## src/rtl/irq_pending_latch.sv

```systemverilog
// rtl/irq_pending_latch.sv - edge-latched IRQ pending register with registered grant stage
// Optional overflow tracking: define IRQ_PENDING_OVF_EN.
module irq_pending_latch (
  input  logic       clk,
  input  logic       rst,
  input  logic [3:0] req,
  input  logic [3:0] mask,
  output logic [3:0] enc_din,
  input  logic [1:0] enc_dout,
  input  logic       enc_error,
  output logic       irq_valid,
  output logic [1:0] irq_id,
  input  logic       irq_ready,
  output logic [3:0] pending,
  output logic [3:0] ovf
);

  logic [3:0] req_q;
  logic [3:0] req_edge;
  logic [3:0] clear_vec;
  logic       accept;

  assign req_edge = req & ~req_q;
  assign accept   = irq_valid & irq_ready;
  assign enc_din  = pending & mask;

  always_comb begin
    clear_vec = 4'b0000;
    if (accept) clear_vec[irq_id] = 1'b1;
  end

  // A new edge wins over an accept-clear of the same source.
  always_ff @(posedge clk) begin
    if (rst) begin
      req_q   <= 4'b0000;
      pending <= 4'b0000;
    end else begin
      req_q   <= req;
      pending <= (pending & ~clear_vec) | req_edge;
    end
  end

  // The grant only reloads while idle, which yields one bubble after every accept.
  always_ff @(posedge clk) begin
    if (rst) begin
      irq_valid <= 1'b0;
      irq_id    <= 2'd0;
    end else if (!irq_valid) begin
      irq_valid <= ~enc_error;
      irq_id    <= enc_dout;
    end else if (irq_ready) begin
      irq_valid <= 1'b0;
    end
  end

`ifdef IRQ_PENDING_OVF_EN
  always_ff @(posedge clk) begin
    if (rst) begin
      ovf <= 4'b0000;
    end else begin
      ovf <= ovf | (req_edge & pending & ~clear_vec);
    end
  end
`else
  assign ovf = 4'b0000;
`endif

endmodule

```

## config.mk

```make
export PLATFORM = sky130hd
export DESIGN_NAME = irq_pending_latch
export DESIGN_NICKNAME = d
export VERILOG_FILES = /design/src/rtl/irq_pending_latch.sv
export SDC_FILE = /design/constraint.sdc
export NUM_CORES = 1
export LEC_CHECK = 0
export ABC_AREA = 1
export BUFFER_PORTS_ARGS = -buffer_cell sky130_fd_sc_hd__clkbuf_2
export CAP_MARGIN = 20
export CORE_MARGIN = 3
export CORE_UTILIZATION = 41
export CTS_BUF_LIST = sky130_fd_sc_hd__clkbuf_8 sky130_fd_sc_hd__clkbuf_16
export DETAILED_ROUTE_END_ITERATION = 10
export PLACE_DENSITY = 0.77
export SYNTH_ARGS = -nofsm -noshare
export SYNTH_HDL_FRONTEND = slang
export SYNTH_SLANG_ARGS = --single-unit
export TNS_END_PERCENT = 100
```

## constraint.sdc

```tcl
create_clock -name clk -period 0.9 [get_ports clk]
set_clock_uncertainty 0.1 [all_clocks]
set_input_delay 0.045 -clock clk [delete_from_list [all_inputs] [get_ports clk]]
set_output_delay 0.045 -clock clk [all_outputs]
set_load 0.05 [all_outputs]
```

==> flow_metrics.env, run 1 <==
export IMPL_outcome="finished with violations"
export IMPL_violations="negative setup slack"
export IMPL_synth_common_cells="nand2_1, inv_1, dfxtp_1"
export IMPL_drt_total_wl_microns=1530
export IMPL_place_area_sq_um=683
export IMPL_setup_ws_ps=-143
export IMPL_slew_violations=0
export IMPL_port_buffers=24
export IMPL_cp_end_kind="output port"
export IMPL_die_h_microns=42.0
export IMPL_dr_first_iter_drc_count=7
export IMPL_gr_total_overflow=0
export IMPL_die_area_sq_um=1770
export IMPL_cts_buffers=3
export IMPL_syn_to_final_growth_pct=88.7
export IMPL_min_period_ps=1040
export IMPL_synth_area_per_cell_sq_um=6.82
export IMPL_vdd_ir_drop_worst_uv=1160
export IMPL_fin_tns_setup_ps=-939
export IMPL_setup_violations=13
export IMPL_grt_pass1_vias=539
export IMPL_hold_viol_final=0
export IMPL_synth_cell_area_sq_um=532
export IMPL_critPathMaxFanout=3
export IMPL_cts_tree="yes"
export IMPL_diodes=0
export IMPL_fin_area_sq_um=1000
export IMPL_crit_chain="nand2_4, clkinvlp_4, clkbuf_16"
export IMPL_grt_max_degree=10
export IMPL_dieWidth_microns=42.0
export IMPL_wire_per_inst_microns=12.2
export IMPL_nets=126
export IMPL_synth_area_leaders="dfxtp_1, nand2_1, inv_1"
export IMPL_ys_warn_count=0
export IMPL_start_util_pct=46.0
export IMPL_combPwrFrac_pct=32.6
export IMPL_cts_sinks=11
export IMPL_yosysSeqAreaShare_pct=41.4
export IMPL_synthFlopType="dfxtp_1"
export IMPL_vias=559
export IMPL_gr_usage_all_layers_pct=17.1
export IMPL_async_flop_share_pct=0
export IMPL_p_seq_share_pct=36.1
export IMPL_ant_nets=0
export IMPL_power_net_switching_uw=573
export IMPL_crit_path_start_kind="flop"
export IMPL_power_mw=1.62
export IMPL_p_sw_share_pct=35.3
export IMPL_cpLargestDelayFamily="flip-flops"
export IMPL_slowest_delay_ps=350
export IMPL_synth_most_common_cell="nand2_1"
export IMPL_drt_first_pass_iters=3
export IMPL_root_buffer="clkbuf_8"
export IMPL_grt_first_pass_wirelength_microns=2290
export IMPL_synth_top_area_share_pct=41.4
export IMPL_path_class="reg2out"
export IMPL_worst_path_buf_inv=2
export IMPL_synth_edf_count=0
export IMPL_core_rowCount=12
export IMPL_ios=29
export IMPL_synth_top_area_cell="dfxtp_1"
export IMPL_synthCells=78
export IMPL_synth_seq_cells=11
export IMPL_core_sq_um=1160
export IMPL_h_tree_depth=1
export IMPL_fmax_ghz=0.959
export IMPL_clkPwrFrac_pct=31.2
export IMPL_final_util_pct=86.8
export IMPL_antenna_found_initial=0
export IMPL_maxCapViolations=0
export IMPL_power_density_nw_per_um2=1620
export IMPL_fin_crit_sh_pct=116
export IMPL_viasPerCell=4.47
export IMPL_clockBufferDepth=2
export IMPL_clock_latency_ps=240
export IMPL_dp_hpwl_microns=783
export IMPL_critPathRequiredTime_ps=750
export IMPL_cts_clk_slew_worst_paths_ps=50
export IMPL_crit_slowest_cell="dfxtp_4"
export IMPL_hold_path_class="in2reg"
export IMPL_drc=0
export IMPL_arrival_ps=900
export IMPL_synth_cell_type_count=13
export IMPL_power_leakage_nw=0.505
export IMPL_rsz0062_at_grt="yes"
export IMPL_intPower_mw=1.05
export IMPL_globalplace_congestion=0.747
export IMPL_layout_drive_gt1_share_pct=55.0
[timing repair]
action,in CTS,in global routing
hold buffers,7,0
setup endpoints to repair,11,15
gates resized for setup,30,21
pin swaps,0,4
buffers inserted,0,1
hold endpoints to repair,7,0
[power by group through the flow]
stage                     clock (mW)  combinational [mW]  sequential [mW]
final                          0.507               0.529            0.586
after global routing           0.533               0.561            0.592
after CTS                      0.499               0.482            0.570
after detailed placement           0               0.362            0.568
after global placement             0               0.356            0.566
after floorplan                    0               0.199            0.668
[sequential cells by signal, summed over array words and instances, names as in the netlist]
name,flops
irq_valid,1
req_q,4
pending,4
irq_id,2
[layout make-up]
cell class	count	area (sq um)
clock inverters	1	3.75
flip-flops and latches	11	246
clock buffers	3	41.3
fillers	60	153
repair buffers	31	337
inverters	21	96.3
multi-input cells	44	262
well taps	14	17.5
[worst min-delay path, cell delays in order]
cell      delay, ps
clkbuf_2        120
nand2_4          60
nand2_1          60
a21oi_1          40
[metrics by stage]
step	hold slack [ps]	std cells	setup WS [ps]
6_report	24.7	125	-143
5_1_grt	44.5	125	-171
4_1_cts	2.07	125	-143
3_5_place_dp	127	114	29.7
3_3_place_gp	115	114	41.6
2_1_floorplan	26.1	81	-35.7
[metal layers]
metal  up-vias  wire [microns]  GRT usage (%)
met1       259             551           17.3
met5         -               0              0
met2        19             878           32.4
met3         4              78           5.58
li1        277               -              -
met4         0              19           5.59
[final timing paths]
check             startpoint         end  slack [ps]  depth (start not counted)
setup / recovery  pending[0]  enc_din[0]        -140                          3
hold reg to reg     req_q[1]  pending[1]         350                          3
hold / removal     irq_ready   irq_valid          20                          4
setup reg to reg   irq_id[1]  pending[2]         -20                          5
[layout by cell type, fill, tap and decap left out]
cell type | Yosys | final
o21ai_2 | 0 | 1
inv_2 | 3 | 6
buf_4 | 4 | 1
nand2_2 | 0 | 4
nand2_1 | 22 | 13
dlygate4sd3_1 | 0 | 7
inv_1 | 18 | 11
inv_4 | 0 | 1
clkbuf_2 | 0 | 12
a21oi_1 | 1 | 1
clkbuf_16 | 0 | 4
nor2_4 | 4 | 5
nor2_2 | 1 | 1
dfxtp_1 | 11 | 4
nand2_4 | 0 | 5
o21ai_0 | 2 | 2
clkinvlp_4 | 0 | 4
dfxtp_4 | 0 | 7
buf_6 | 1 | 1
conb_1 | 1 | 4
nor2_1 | 9 | 8
buf_8 | 0 | 4
clkbuf_8 | 0 | 5
[cells by family (layout without fill, tap and decap cells)]
family | count (synthesis) | after routing | share of synthesized area (%)
compound gates | 4 | 4 | 3.76
flops | 11 | 11 | 41.4
other cells | 1 | 4 | 0.705
buf+inv | 26 | 56 | 22.6
simple gates | 36 | 36 | 31.5
Power figures use the tool's default switching activity.
==> inputs of run 2 (changes only) <==
- SETUP_SLACK_MARGIN: unset -> 0.3
==> flow_metrics.env, run 2 (synthesized netlist as in run 1, its figures left out) <==
export IMPL_dr_first_iter_drc_count=7
export IMPL_cp_end_kind="output port"
export IMPL_fmax_ghz=0.950
export IMPL_hold_viol_final=5
export IMPL_maxCapViolations=0
export IMPL_holdWs_ps=-124
export IMPL_arrival_ps=910
export IMPL_setup_ws_ps=-153
export IMPL_place_ws_ps=27.2
export IMPL_root_buffer="clkbuf_8"
export IMPL_cts_buffers=3
export IMPL_crit_path_start_kind="flop"
export IMPL_core_sq_um=1160
export IMPL_dp_hpwl_microns=815
export IMPL_antenna_found_initial=0
export IMPL_top_regs="pending: 4 flops, req_q: 4 flops, irq_id: 2 flops"
export IMPL_outcome="finished with violations"
export IMPL_grt_max_degree=10
export IMPL_power_mw=1.68
export IMPL_gr_usage_all_layers_pct=21.8
export IMPL_globalplace_congestion=0.708
export IMPL_grt_util_met3_pct=6.44
export IMPL_grt_pass1_vias=587
export IMPL_fin_crit_sh_pct=117
export IMPL_final_common_cell="inv_1"
export IMPL_clock_latency_ps=240
export IMPL_die_area_sq_um=1770
export IMPL_syn_to_final_growth_pct=96.2
export IMPL_ios=29
export IMPL_violations="negative hold slack, negative setup slack"
export IMPL_drt_total_wl_microns=1900
export IMPL_hold_path_class="in2reg"
export IMPL_power_leakage_nw=0.524
export IMPL_diodes=0
export IMPL_final_cell_mix="inv_1, clkbuf_2, nand2_1, dfxtp_4, clkbuf_16"
export IMPL_critPathMaxFanout=3
export IMPL_layout_drive_gt1_share_pct=61.5
export IMPL_cts_clk_slew_worst_paths_ps=50
export IMPL_viasPerCell=4.35
export IMPL_top_usage_layer="met2"
export IMPL_met2_usage_pct=43.5
export IMPL_nets=124
export IMPL_h_tree_depth=1
export IMPL_ant_nets=0
export IMPL_grt_first_pass_wirelength_microns=2760
export IMPL_dieWidth_microns=42.0
export IMPL_setup_violations=15
export IMPL_grt_use_met1_pct=18.8
export IMPL_wire_per_inst_microns=15.5
export IMPL_fin_tns_setup_ps=-1290
export IMPL_die_h_microns=42.0
export IMPL_path_class="reg2out"
export IMPL_critPathRequiredTime_ps=750
export IMPL_start_util_pct=46.0
export IMPL_clockBufferDepth=2
export IMPL_vias=535
export IMPL_vdd_ir_drop_worst_uv=1030
export IMPL_power_density_nw_per_um2=1610
export IMPL_gr_total_overflow=0
export IMPL_cts_sinks=11
export IMPL_cts_tree="yes"
export IMPL_drc=0
export IMPL_rsz0062_at_grt="yes"
export IMPL_slew_violations=0
export IMPL_port_buffers=24
export IMPL_drt_first_pass_iters=4
export IMPL_core_rowCount=12
export IMPL_min_period_ps=1050
## run 2: area by class of cell
type | count | area, sq um
clock buffer | 3 | 41.3
clock inverter | 1 | 3.75
fill | 49 | 113
inverter | 21 | 101
multi-input combinational | 44 | 272
sequential | 11 | 246
tap | 14 | 17.5
timing repair buffer | 29 | 362
## run 2: routing by layer
metal,vias up,part of all wire [%]
met1,242,36
met2,20,59
met5,-,0
met3,2,3.8
met4,0,0.89
li1,271,-
## run 2: stage by stage
| step | util (%) | instances | area (sq um) |
|---|---|---|---|
| final | 90.3 | 123 | 1040 |
| after global routing | 90.3 | 123 | 1040 |
| after detailed placement | 63.2 | 115 | 731 |
| after floorplan | - | 81 | 614 |
| after CTS | 85.3 | 121 | 986 |
| after global placement | 63.2 | 115 | 731 |
## run 2: power by group
part / internal (mW) / switching (mW)
Combinational: 0.266 / 0.338
Clock: 0.300 / 0.190
Sequential: 0.529 / 0.0598
## run 2: critical path: stages (launching register included)
cell and delay, ps:
dfxtp_4 350, nand2_4 70, clkinvlp_4 90, buf_8 150
## run 2: final timing paths
check	startpoint	end	slack, ps	depth (start not counted)
max	pending[1]	enc_din[1]	-150	3
min	enc_error	irq_valid	-120	2
max reg2reg	irq_id[1]	pending[2]	-70	5
min reg2reg	req_q[3]	pending[3]	360	3
## run 2: timing repair
action	4_1_cts	5_1_grt
setup endpoints to repair	18	18
pin swaps	2	5
resized for setup	38	17
buffers inserted	2	2
hold endpoints to repair	7	5
==> inputs of run 3 (changes only) <==
- ABC_AREA: 1 -> unset
- CORE_AREA: unset -> 3 3 40 42
- CORE_MARGIN: 3 -> unset
- CORE_UTILIZATION: 41 -> unset
- DIE_AREA: unset -> 0 0 43 45
- PLACE_DENSITY: 0.77 -> 0.69
==> flow_metrics.env, run 3 <==
export IMPL_port_buffers=24
export IMPL_synth_seq_cells=11
export IMPL_cts_buffers=3
export IMPL_whs_path_depth=2
export IMPL_ios=29
export IMPL_core_rowCount=13
export IMPL_synth_top_area_cell="dfxtp_1"
export IMPL_die_h_microns=45
export IMPL_yosysSeqAreaShare_pct=48.1
export IMPL_synth_fa_ha_area_share_pct=0
export IMPL_rsz0062_at_grt="yes"
export IMPL_synth_mux_area_fraction_pct=4.37
export IMPL_cts_sinks=11
export IMPL_maxCapViolations=0
export IMPL_cts_clk_slew_worst_paths_ps=50
export IMPL_synthCells=48
export IMPL_ys_warn_count=0
export IMPL_crit_path_start_kind="flop"
export IMPL_dr_first_iter_drc_count=6
export IMPL_synth_compound_area_share_pct=8.20
export IMPL_drc=0
export IMPL_antenna_found_initial=0
export IMPL_setup_violations=15
export IMPL_top_usage_layer="met2"
export IMPL_syn_to_final_growth_pct=86.9
export IMPL_synth_edf_count=0
export IMPL_cts_tree="yes"
export IMPL_grt_pass1_vias=386
export IMPL_violations="negative hold slack, negative setup slack"
export IMPL_hp_start="req[3]"
export IMPL_reg2reg_from="irq_id[1]"
export IMPL_synth_area_per_cell_sq_um=9.54
export IMPL_holdWs_ps=-68.2
export IMPL_setup_ws_ps=-125
export IMPL_slew_violations=0
export IMPL_holdPathEnd="req_q[3]"
export IMPL_grt_first_pass_wirelength_microns=1630
export IMPL_globalplace_congestion=0.714
export IMPL_diodes=0
export IMPL_dieWidth_microns=43
export IMPL_drt_total_wl_microns=1090
export IMPL_vias=410
export IMPL_vdd_ir_drop_worst_uv=1170
export IMPL_ant_nets=0
export IMPL_path_class="reg2out"
export IMPL_arrival_ps=880
export IMPL_synth_xor_area_share_pct=0
export IMPL_power_mw=1.44
export IMPL_drt_first_pass_iters=3
export IMPL_synthFlopType="dfxtp_1"
export IMPL_final_cell_mix="clkbuf_2, dfxtp_4, clkbuf_16, nor2b_1, clkbuf_8"
export IMPL_critPathMaxFanout=3
export IMPL_nets=91
export IMPL_synth_top_family_by_area="simple AND/OR/NAND/NOR gates"
export IMPL_wire_per_inst_microns=11.9
export IMPL_h_tree_depth=1
export IMPL_synth_area_leaders="dfxtp_1, nor2b_1, buf_4"
export IMPL_fmax_ghz=0.975
export IMPL_outcome="finished with violations"
export IMPL_async_flop_share_pct=0
export IMPL_hold_viol_final=10
export IMPL_synth_cell_area_sq_um=458
export IMPL_synth_most_common_cell="dfxtp_1"
export IMPL_clock_latency_ps=240
export IMPL_gr_total_overflow=0
export IMPL_grt_util_met3_pct=6.37
export IMPL_place_ws_ps=-48.8
export IMPL_top_regs="pending: 4 flops, req_q: 4 flops, irq_id: 2 flops"
export IMPL_yosys_area_share_simple_pct=27.6
export IMPL_hold_path_class="in2reg"
export IMPL_regToRegEndpoint="pending[1]"
export IMPL_viasPerCell=4.51
export IMPL_final_common_cell="clkbuf_2"
export IMPL_gr_usage_all_layers_pct=12.7
export IMPL_synth_cell_type_count=19
export IMPL_power_density_nw_per_um2=1680
export IMPL_power_leakage_nw=0.386
export IMPL_critPathRequiredTime_ps=750
export IMPL_reg2regPathDepth=3
export IMPL_cp_end_kind="output port"
export IMPL_grt_use_met1_pct=13.4
export IMPL_grt_max_degree=12
export IMPL_met2_usage_pct=18.9
export IMPL_synth_common_cells="dfxtp_1, nor2b_1, and2_1, buf_4"
export IMPL_timing_reg2reg_setup_slack_ps=-70
export IMPL_min_period_ps=1030
export IMPL_start_util_pct=35.6
export IMPL_root_buffer="clkbuf_8"
export IMPL_layout_drive_gt1_share_pct=59.2
export IMPL_clockBufferDepth=2
export IMPL_die_area_sq_um=1940
export IMPL_synth_top_area_share_pct=48.1
export IMPL_fin_crit_sh_pct=114
export IMPL_core_sq_um=1280
run 3: where the power goes:
group / leakage, nW / internal [mW] / total, mW / switching, mW
Sequential: 0.0957 / 0.519 / 0.552 / 0.0323
Combinational: 0.264 / 0.184 / 0.408 / 0.224
Clock: 0.0269 / 0.299 / 0.482 / 0.183
Total: 0.386 / 1.00 / 1.44 / 0.439
run 3: worst max-delay path by stage:
stage / startpoint / to
2_1_floorplan: irq_valid / pending[0]
3_3_place_gp: irq_id[1] / pending[0]
3_5_place_dp: irq_id[1] / pending[1]
4_1_cts: pending[1] / enc_din[1]
5_1_grt: pending[3] / enc_din[3]
6_report: pending[1] / enc_din[1]
run 3: kinds of logic after synthesis:
logic type,Yosys count
buffers and inverters,7
other,1
AOI/OAI and AO/OA,7
and+or+nand+nor,20
muxes,2
DFF,11
run 3: area by class of cell:
class	instances	area (sq um)
Fill cell	111	429
Timing Repair Buffer	27	313
Clock inverter	1	3.75
Tap cell	15	18.8
Inverter	1	3.75
Clock buffer	3	41.3
Sequential cell	11	246
Multi-Input combinational cell	33	229
run 3: timing repair:
action	in CTS	in global routing
setup buffers	0	2
pin swaps	8	0
hold endpoints to repair	10	10
resized for setup	29	6
endpoints found under the setup margin	18	18
run 3: critical path: stages (launching register included):
cell and delay (ps):
dfxtp_4 340, and2_4 140, clkbuf_16 160
run 3: through the flow:
stage | instances | setup TNS, ps | cell area [sq um] | util [%] | hold slack, ps
6_report | 91 | -983 | 856 | 66.6 | -68.2
3_3_place_gp | 85 | -26.6 | 606 | 47.1 | 174
4_1_cts | 89 | -1040 | 825 | 64.2 | -64.1
5_1_grt | 91 | -1570 | 856 | 66.6 | -57.4
3_5_place_dp | 85 | -94.0 | 606 | 47.1 | 178
2_1_floorplan | 51 | -791 | 505 | - | 16.6
run 3: per-layer routing:
layer  wire (microns)  vias up
met1              414      180
li1                 -      205
met5                0        -
met3              100        4
met4               37        0
met2              535       21
